<file path="config.mk">
export PLATFORM = sky130hd
export DESIGN_NAME = ibex_l2_rf_responder
export DESIGN_NICKNAME = d
export VERILOG_FILES = /design/src/rtl/ibex_l2_rf_responder.sv
export SDC_FILE = /design/constraint.sdc
export NUM_CORES = 1
export LEC_CHECK = 0
export ABC_CLOCK_PERIOD_IN_PS = 9400
export CAP_MARGIN = 5
export CORE_MARGIN = 4
export CORE_UTILIZATION = 25
export CTS_CLUSTER_DIAMETER = 40
export DETAILED_ROUTE_END_ITERATION = 6
export GPL_ROUTABILITY_DRIVEN = 0
export GPL_TIMING_DRIVEN = 0
export MAX_ROUTING_LAYER = met4
export PLACE_DENSITY = 0.47
export SETUP_SLACK_MARGIN = 0.15
export SLEW_MARGIN = 20
export SYNTH_ARGS = -nofsm -noshare
export SYNTH_HDL_FRONTEND = slang
export SYNTH_SLANG_ARGS = --single-unit
</file>
<file path="constraint.sdc">
create_clock -name clk_i -period 9.4 [get_ports clk_i]
set_input_delay 2.82 -clock clk_i [delete_from_list [all_inputs] [get_ports clk_i]]
set_output_delay 2.82 -clock clk_i [all_outputs]
set_load 0.02 [all_outputs]
</file>
<file path="src/rtl/ibex_l2_rf_responder.sv">
`default_nettype none
// ============================================================================
// Module      : ibex_l2_rf_responder
// Description : Register-file backing store that answers L1 miss/write-back
//               requests over a valid/ready request channel and a
//               valid/ready response channel. It holds one response at a time
//               and hands it off in a pipelined way, so one request per cycle
//               is sustained while the response side is ready. After reset,
//               an INIT sequence clears words 1..N-1 one per cycle. Word 0
//               reads as zero and ignores writes.
// Config      : `define IBEX_L2RF_PARITY_EN adds one even-parity bit per word.
//               A read whose stored parity does not match the recomputed
//               parity flags rsp_err_o and still returns the raw data.
// Revision    : 1.0 - initial release
// ============================================================================
module ibex_l2_rf_responder #(
  parameter int RV32E     = 0,   // 1: 16 architectural words, 0: 32 words
  parameter int DataWidth = 32   // width of stored words and data ports
) (
  input  logic                 clk_i,
  input  logic                 rst_i,        // synchronous, active-high

  // Request channel (from L1)
  input  logic                 req_valid_i,
  output logic                 req_ready_o,
  input  logic                 req_we_i,     // 1 = write, 0 = read
  input  logic [4:0]           req_addr_i,
  input  logic [DataWidth-1:0] req_wdata_i,
  input  logic [1:0]           req_id_i,

  // Response channel (to L1)
  output logic                 rsp_valid_o,
  input  logic                 rsp_ready_i,
  output logic [DataWidth-1:0] rsp_rdata_o,
  output logic [1:0]           rsp_id_o,
  output logic                 rsp_err_o,

  output logic                 init_done_o
);

  // --------------------------------------------------------------------------
  // Constants
  // --------------------------------------------------------------------------
  localparam int         c_NUM_WORDS = (RV32E != 0) ? 16 : 32;
  localparam int         c_AW        = (RV32E != 0) ? 4 : 5;
  localparam logic [4:0] c_LAST_IDX  = 5'(c_NUM_WORDS - 1);

  localparam logic [1:0] c_S_INIT = 2'd0;
  localparam logic [1:0] c_S_IDLE = 2'd1;
  localparam logic [1:0] c_S_RESP = 2'd2;

  // --------------------------------------------------------------------------
  // State and storage
  // --------------------------------------------------------------------------
  logic [1:0]           r_state;
  logic [1:0]           w_state_next;
  logic [4:0]           r_cnt;          // INIT clear pointer

  logic [DataWidth-1:0] r_mem [c_NUM_WORDS];

  logic [DataWidth-1:0] r_rsp_rdata;
  logic [1:0]           r_rsp_id;
  logic                 r_rsp_err;

  // --------------------------------------------------------------------------
  // Request decode
  // --------------------------------------------------------------------------
  logic                 w_accept;
  logic                 w_addr_oob;     // index beyond the architectural file
  logic                 w_addr_zero;
  logic [c_AW-1:0]      w_idx;
  logic [c_AW-1:0]      w_init_idx;
  logic                 w_req_wr;
  logic                 w_init_wr;
  logic [DataWidth-1:0] w_rd_word;
  logic [DataWidth-1:0] w_rd_data;
  logic                 w_rsp_err;

  assign w_accept    = req_valid_i & req_ready_o;
  // Only the reduced file has out-of-range indices; bit 4 selects x16..x31.
  assign w_addr_oob  = (RV32E != 0) && req_addr_i[4];
  assign w_addr_zero = (req_addr_i == 5'd0);
  assign w_idx       = req_addr_i[c_AW-1:0];
  assign w_init_idx  = r_cnt[c_AW-1:0];

  // Writes commit on the acceptance edge unless they target x0 or fall outside
  // the file. A reset on the same edge wins and suppresses the write.
  assign w_req_wr  = w_accept & req_we_i & ~w_addr_oob & ~w_addr_zero & ~rst_i;
  assign w_init_wr = (r_state == c_S_INIT) & ~rst_i;

  // Reads sample the array on their acceptance edge, so a write committed on
  // the previous edge is already visible. Writes, x0 and out-of-range reads
  // all answer with zero data.
  assign w_rd_word = r_mem[w_idx];
  assign w_rd_data = (req_we_i | w_addr_oob | w_addr_zero) ? '0 : w_rd_word;

`ifdef IBEX_L2RF_PARITY_EN
  // --------------------------------------------------------------------------
  // Parity protection
  // --------------------------------------------------------------------------
  logic r_par [c_NUM_WORDS];
  logic w_par_err;

  // Only genuine storage reads are checked; x0 and out-of-range reads have no
  // backing word, and writes return no data.
  assign w_par_err = ~req_we_i & ~w_addr_oob & ~w_addr_zero &
                     ((^w_rd_word) != r_par[w_idx]);
  assign w_rsp_err = w_addr_oob | w_par_err;

  // Parity bits track the data array: INIT stores 0 (parity of an all-zero
  // word), a committed write stores the even parity of its data.
  always_ff @(posedge clk_i) begin
    if (w_init_wr) begin
      r_par[w_init_idx] <= 1'b0;
    end else if (w_req_wr) begin
      r_par[w_idx] <= ^req_wdata_i;
    end
  end
`else
  assign w_rsp_err = w_addr_oob;
`endif

  // Data array: INIT clears one word per cycle, otherwise accepted writes.
  always_ff @(posedge clk_i) begin
    if (w_init_wr) begin
      r_mem[w_init_idx] <= '0;
    end else if (w_req_wr) begin
      r_mem[w_idx] <= req_wdata_i;
    end
  end

  // --------------------------------------------------------------------------
  // Control FSM
  // --------------------------------------------------------------------------

  // State register; reset from any state restarts the clear sequence.
  always_ff @(posedge clk_i) begin
    if (rst_i) begin
      r_state <= c_S_INIT;
    end else begin
      r_state <= w_state_next;
    end
  end

  // Next-state logic.
  always_comb begin
    w_state_next = r_state;
    unique case (r_state)
      c_S_INIT: begin
        if (r_cnt == c_LAST_IDX) begin
          w_state_next = c_S_IDLE;
        end
      end
      c_S_IDLE: begin
        if (w_accept) begin
          w_state_next = c_S_RESP;
        end
      end
      c_S_RESP: begin
        // A new acceptance here replaces the departing response in place.
        if (w_accept) begin
          w_state_next = c_S_RESP;
        end else if (rsp_ready_i) begin
          w_state_next = c_S_IDLE;
        end
      end
      default: begin
        w_state_next = c_S_INIT;
      end
    endcase
  end

  // Output decode: ready in IDLE, or in RESP when the held response leaves.
  always_comb begin
    req_ready_o = 1'b0;
    rsp_valid_o = 1'b0;
    init_done_o = 1'b0;
    unique case (r_state)
      c_S_IDLE: begin
        req_ready_o = 1'b1;
        init_done_o = 1'b1;
      end
      c_S_RESP: begin
        req_ready_o = rsp_ready_i;
        rsp_valid_o = 1'b1;
        init_done_o = 1'b1;
      end
      default: begin
        req_ready_o = 1'b0;
      end
    endcase
  end

  // INIT clear pointer: starts at 1 because x0 has no backing storage.
  always_ff @(posedge clk_i) begin
    if (rst_i) begin
      r_cnt <= 5'd1;
    end else if (r_state == c_S_INIT) begin
      r_cnt <= r_cnt + 5'd1;
    end
  end

  // Response payload: captured on acceptance, held otherwise.
  always_ff @(posedge clk_i) begin
    if (rst_i) begin
      r_rsp_rdata <= '0;
      r_rsp_id    <= 2'd0;
      r_rsp_err   <= 1'b0;
    end else if (w_accept) begin
      r_rsp_rdata <= w_rd_data;
      r_rsp_id    <= req_id_i;
      r_rsp_err   <= w_rsp_err;
    end
  end

  assign rsp_rdata_o = r_rsp_rdata;
  assign rsp_id_o    = r_rsp_id;
  assign rsp_err_o   = r_rsp_err;

endmodule
`default_nettype wire

</file>
==> results by group <==
Run status
  – Status: finished, final reports clean

Detailed routing
  – Routed Wire Length: approximately 120 mm
  – # DRC: 0
  – Final ANT Viol Nets: 0
  – Via count: 22.69k
  – Via/cell ratio: between 4 and 5
  – DR iter-0 viols: 2147
  – DR pass1 iterations: 5
  – Routed WL per cell: between 20 and 30 um

Logic synthesis
  – Cells after Synth: around 2.3k
  – Synthesized cell area: just over 40000 um2
  – Primary FF master, synth: edfxtp_1
  – Number of synthesized flops with an enable pin: 1024
  – Netlist cell types: 44
  – Ys Warns: 0
  – Syn nets: 2332
  – Seq/Total Area, Yosys: 0.7601
  – Synth Register Bits: 1065
  – FFs w/ async S/R, synth: 0
  – Avg Cell Area, Syn: 18.20 um2

Floorplan
  – I/O Pins: slightly above 80
  – Core Footprint: 165000 um2
  – Rows: around 150
  – Die W: ~420 um
  – Die footprint: 172700 um2
  – Initial core utilization: 0.2517
  – Chip Height: 415.6 um

Global route
  – Met1 GRT Util: 0.1947
  – GR peak layer: met2
  – Total track usage: 0.1445
  – Largest net degree at the start of global routing: 33
  – Met3 Use GR: 0.01995
  – Initial antenna violation count: 3
  – Grt total ovfl: 0
  – Vias in the first global route: 22.86k
  – Met2 GRT Util: 0.2241
  – Global-route wire length before repair: about 170 mm

Timing
  – Fmax achieved: 0.1363 GHz
  – Skew final: ~0.023 ns
  – Max Slew Vio Count: 0
  – Final hold vios: 0
  – Final worst slack: 2.063 ns
  – Post-layout min period: 7.337 ns
  – Unrepaired setup endpoints after global routing: false
  – Slew Limit Headroom: 0.2184
  – Setup tns final: 0 ns
  – Setup-failing EPs final: 0
  – Hold WS: roughly 0.48 ns
  – Worst slew pin tran: about 1.2 ns
  – Final period utilization: 0.7805

Clock network
  – Clk sinks: 1065
  – Clock Latency Late Sink: about 0.74 ns
  – Clock slew at reported path FFs: approximately 0.050 ns
  – H-Tree Level Count: 4
  – Post-cts hold buffer count: 0
  – Root buffer cell: clkbuf_16
  – Post-CTS Setup Inserts: 0
  – CTS Buf Count: around 140
  – Post-cts resize count: 0
  – CTS tree: done
  – Clock buffer depth: 3

Worst setup path
  – FF-to-FF path depth: 13
  – Endpoint class of the critical path: output port
  – Max stage delay cell, worst path: a21oi_1
  – Crit path DAT: 4.52 ns
  – R2R Setup Slk: between 5 and 6 ns
  – Critical path required time: 6.58 ns
  – Setup CP Type: in2out
  – RR Startpoint: r_state[0]
  – CP Max Fanout: 7
  – Most frequent CP cell: clkdlybuf4s50_1
  – Worst setup SP type: input pin
  – Reg2reg end: r_mem[21][16]
  – Largest stage delay, worst path: 0.58 ns
  – Critical-path cell list: clkdlybuf4s50_1 > a21oi_1 > nor2b_1 > clkdlybuf4s50_1

Min path
  – WHS Path Cells: 2
  – Hold worst-path end: rsp_id_o[0]
  – Worst Hold Class: reg2reg
  – Hold path start: rsp_id_o[0]

Finish
  – Most common cell after layout, fill and taps aside: edfxtp_1
  – Layout net count: 2666
  – Layout cells sized above 1: 0.1929
  – Final core occ: 0.3110
  – Area Overhead vs Synth: 23.55%
  – Most frequent cells in the layout: edfxtp_1 (1024), mux2i_1 (453), a22oi_1 (214)
  – Fill cells: 16.08k

Placement
  – HPWL reported at the end of detailed placement: around 85 mm
  – # port buffers: 77
  – Dpl ws: between 2 and 2.5 ns

Power
  – Power, Total: between 10 and 15 mW
  – Max rail drop VDD: approximately 0.00018 V
  – Pwr Density: between 200 and 250 nW/um2
  – P_leak: 17.62 nW

Run
  – Max cap viols: 0
[flip-flops by register name, summed over array words and instances (netlist names)]
register     count
r_cnt            5
r_mem         1024
r_state          2
rsp_id_o         2
rsp_rdata_o     32
[metal layers]
metal | part of all wire | vias to the layer above
li1 | - | 10000
met1 | 0.46 | 11850
met2 | 0.47 | 632
met3 | 0.045 | 202
met4 | 0.029 | 0
met5 | 0 | -
[kinds of logic (layout without fill, tap and decap cells)]
family,after synthesis,after routing,synth area share
AOI/OAI and AO/OA,339,339,0.05862
xor gates and xnor gates,3,3,0.0006328
adders and majority gates,6,6,0.001808
buffers and inverters,153,593,0.01789
DFF,1065,1065,0.7601
muxes,496,496,0.1322
other,1,2,0.00009029
and+or+nand+nor,219,219,0.02859
[how the worst max path moves through the flow]
stage / startpoint / endpoint / slack (ns)
after floorplan: req_addr_i[1] / r_mem[0][0] / 2.62
after global placement: req_addr_i[4] / r_mem[20][22] / -1.41
after detailed placement: rsp_ready_i / req_ready_o / 2.07
after CTS: rsp_ready_i / req_ready_o / 2.06
after global routing: rsp_ready_i / req_ready_o / 1.97
final: rsp_ready_i / req_ready_o / 2.06
[synthesized netlist by cell type (4+ instances only)]
| library cell | count | share of area |
|---|---|---|
| edfxtp_1 | 1024 | 0.74 |
| nand2_1 | 32 | 0.0029 |
| nand4_1 | 13 | 0.0020 |
| nor2_1 | 29 | 0.0026 |
| nor4_1 | 25 | 0.0038 |
| ha_1 | 6 | 0.0018 |
| dfxtp_1 | 41 | 0.020 |
| nor2b_1 | 5 | 0.00075 |
| nand2b_1 | 6 | 0.00090 |
| buf_2 | 57 | 0.0069 |
| clkbuf_1 | 53 | 0.0048 |
| nor3_1 | 20 | 0.0024 |
| a22oi_1 | 214 | 0.039 |
| nand3_1 | 47 | 0.0057 |
| and3_1 | 33 | 0.0050 |
| a31oi_1 | 4 | 0.00060 |
| buf_4 | 20 | 0.0036 |
| buf_1 | 10 | 0.00090 |
| mux2i_1 | 453 | 0.11 |
| a22o_1 | 32 | 0.0067 |
| a21oi_1 | 71 | 0.0086 |
| inv_1 | 9 | 0.00081 |
| mux4_2 | 42 | 0.023 |
[report_power, final]
group          internal, mW  switching (mW)
Sequential             5.21          0.0197
Combinational         0.211           0.392
Clock                  3.22            2.07
Total                  8.65            2.48
[area by class of cell]
type / count / area, um2 / share of cell area
antenna: 1 / 2.502 / 0.00004877
buffer: 143 / 705.7 / 0.01375
clock buffer: 160 / 3631 / 0.07076
clock inverter: 83 / 940.9 / 0.01834
inverter: 10 / 37.54 / 0.0007315
multi-input combinational: 1064 / 9462 / 0.1844
sequential: 1065 / 31570 / 0.6153
tap: 2189 / 2739 / 0.05338
timing repair buffer: 197 / 2223 / 0.04333
[per-stage QoR]
| stage | instances | area (um2) |
|---|---|---|
| floorplan | 2282 | 41530 |
| global placement | 4548 | 45040 |
| detailed placement | 4668 | 46720 |
| CTS | 4911 | 51290 |
| global route | 4911 | 51310 |
| finish | 4912 | 51310 |
[critical path: cells and delay by family]
family	cells	cell delay [ns]
AOI/OAI and AO/OA	1	0.58
and+or+nand+nor	1	0.11
buffers and inverters	2	1.01
Power figures use the tool's default switching activity.
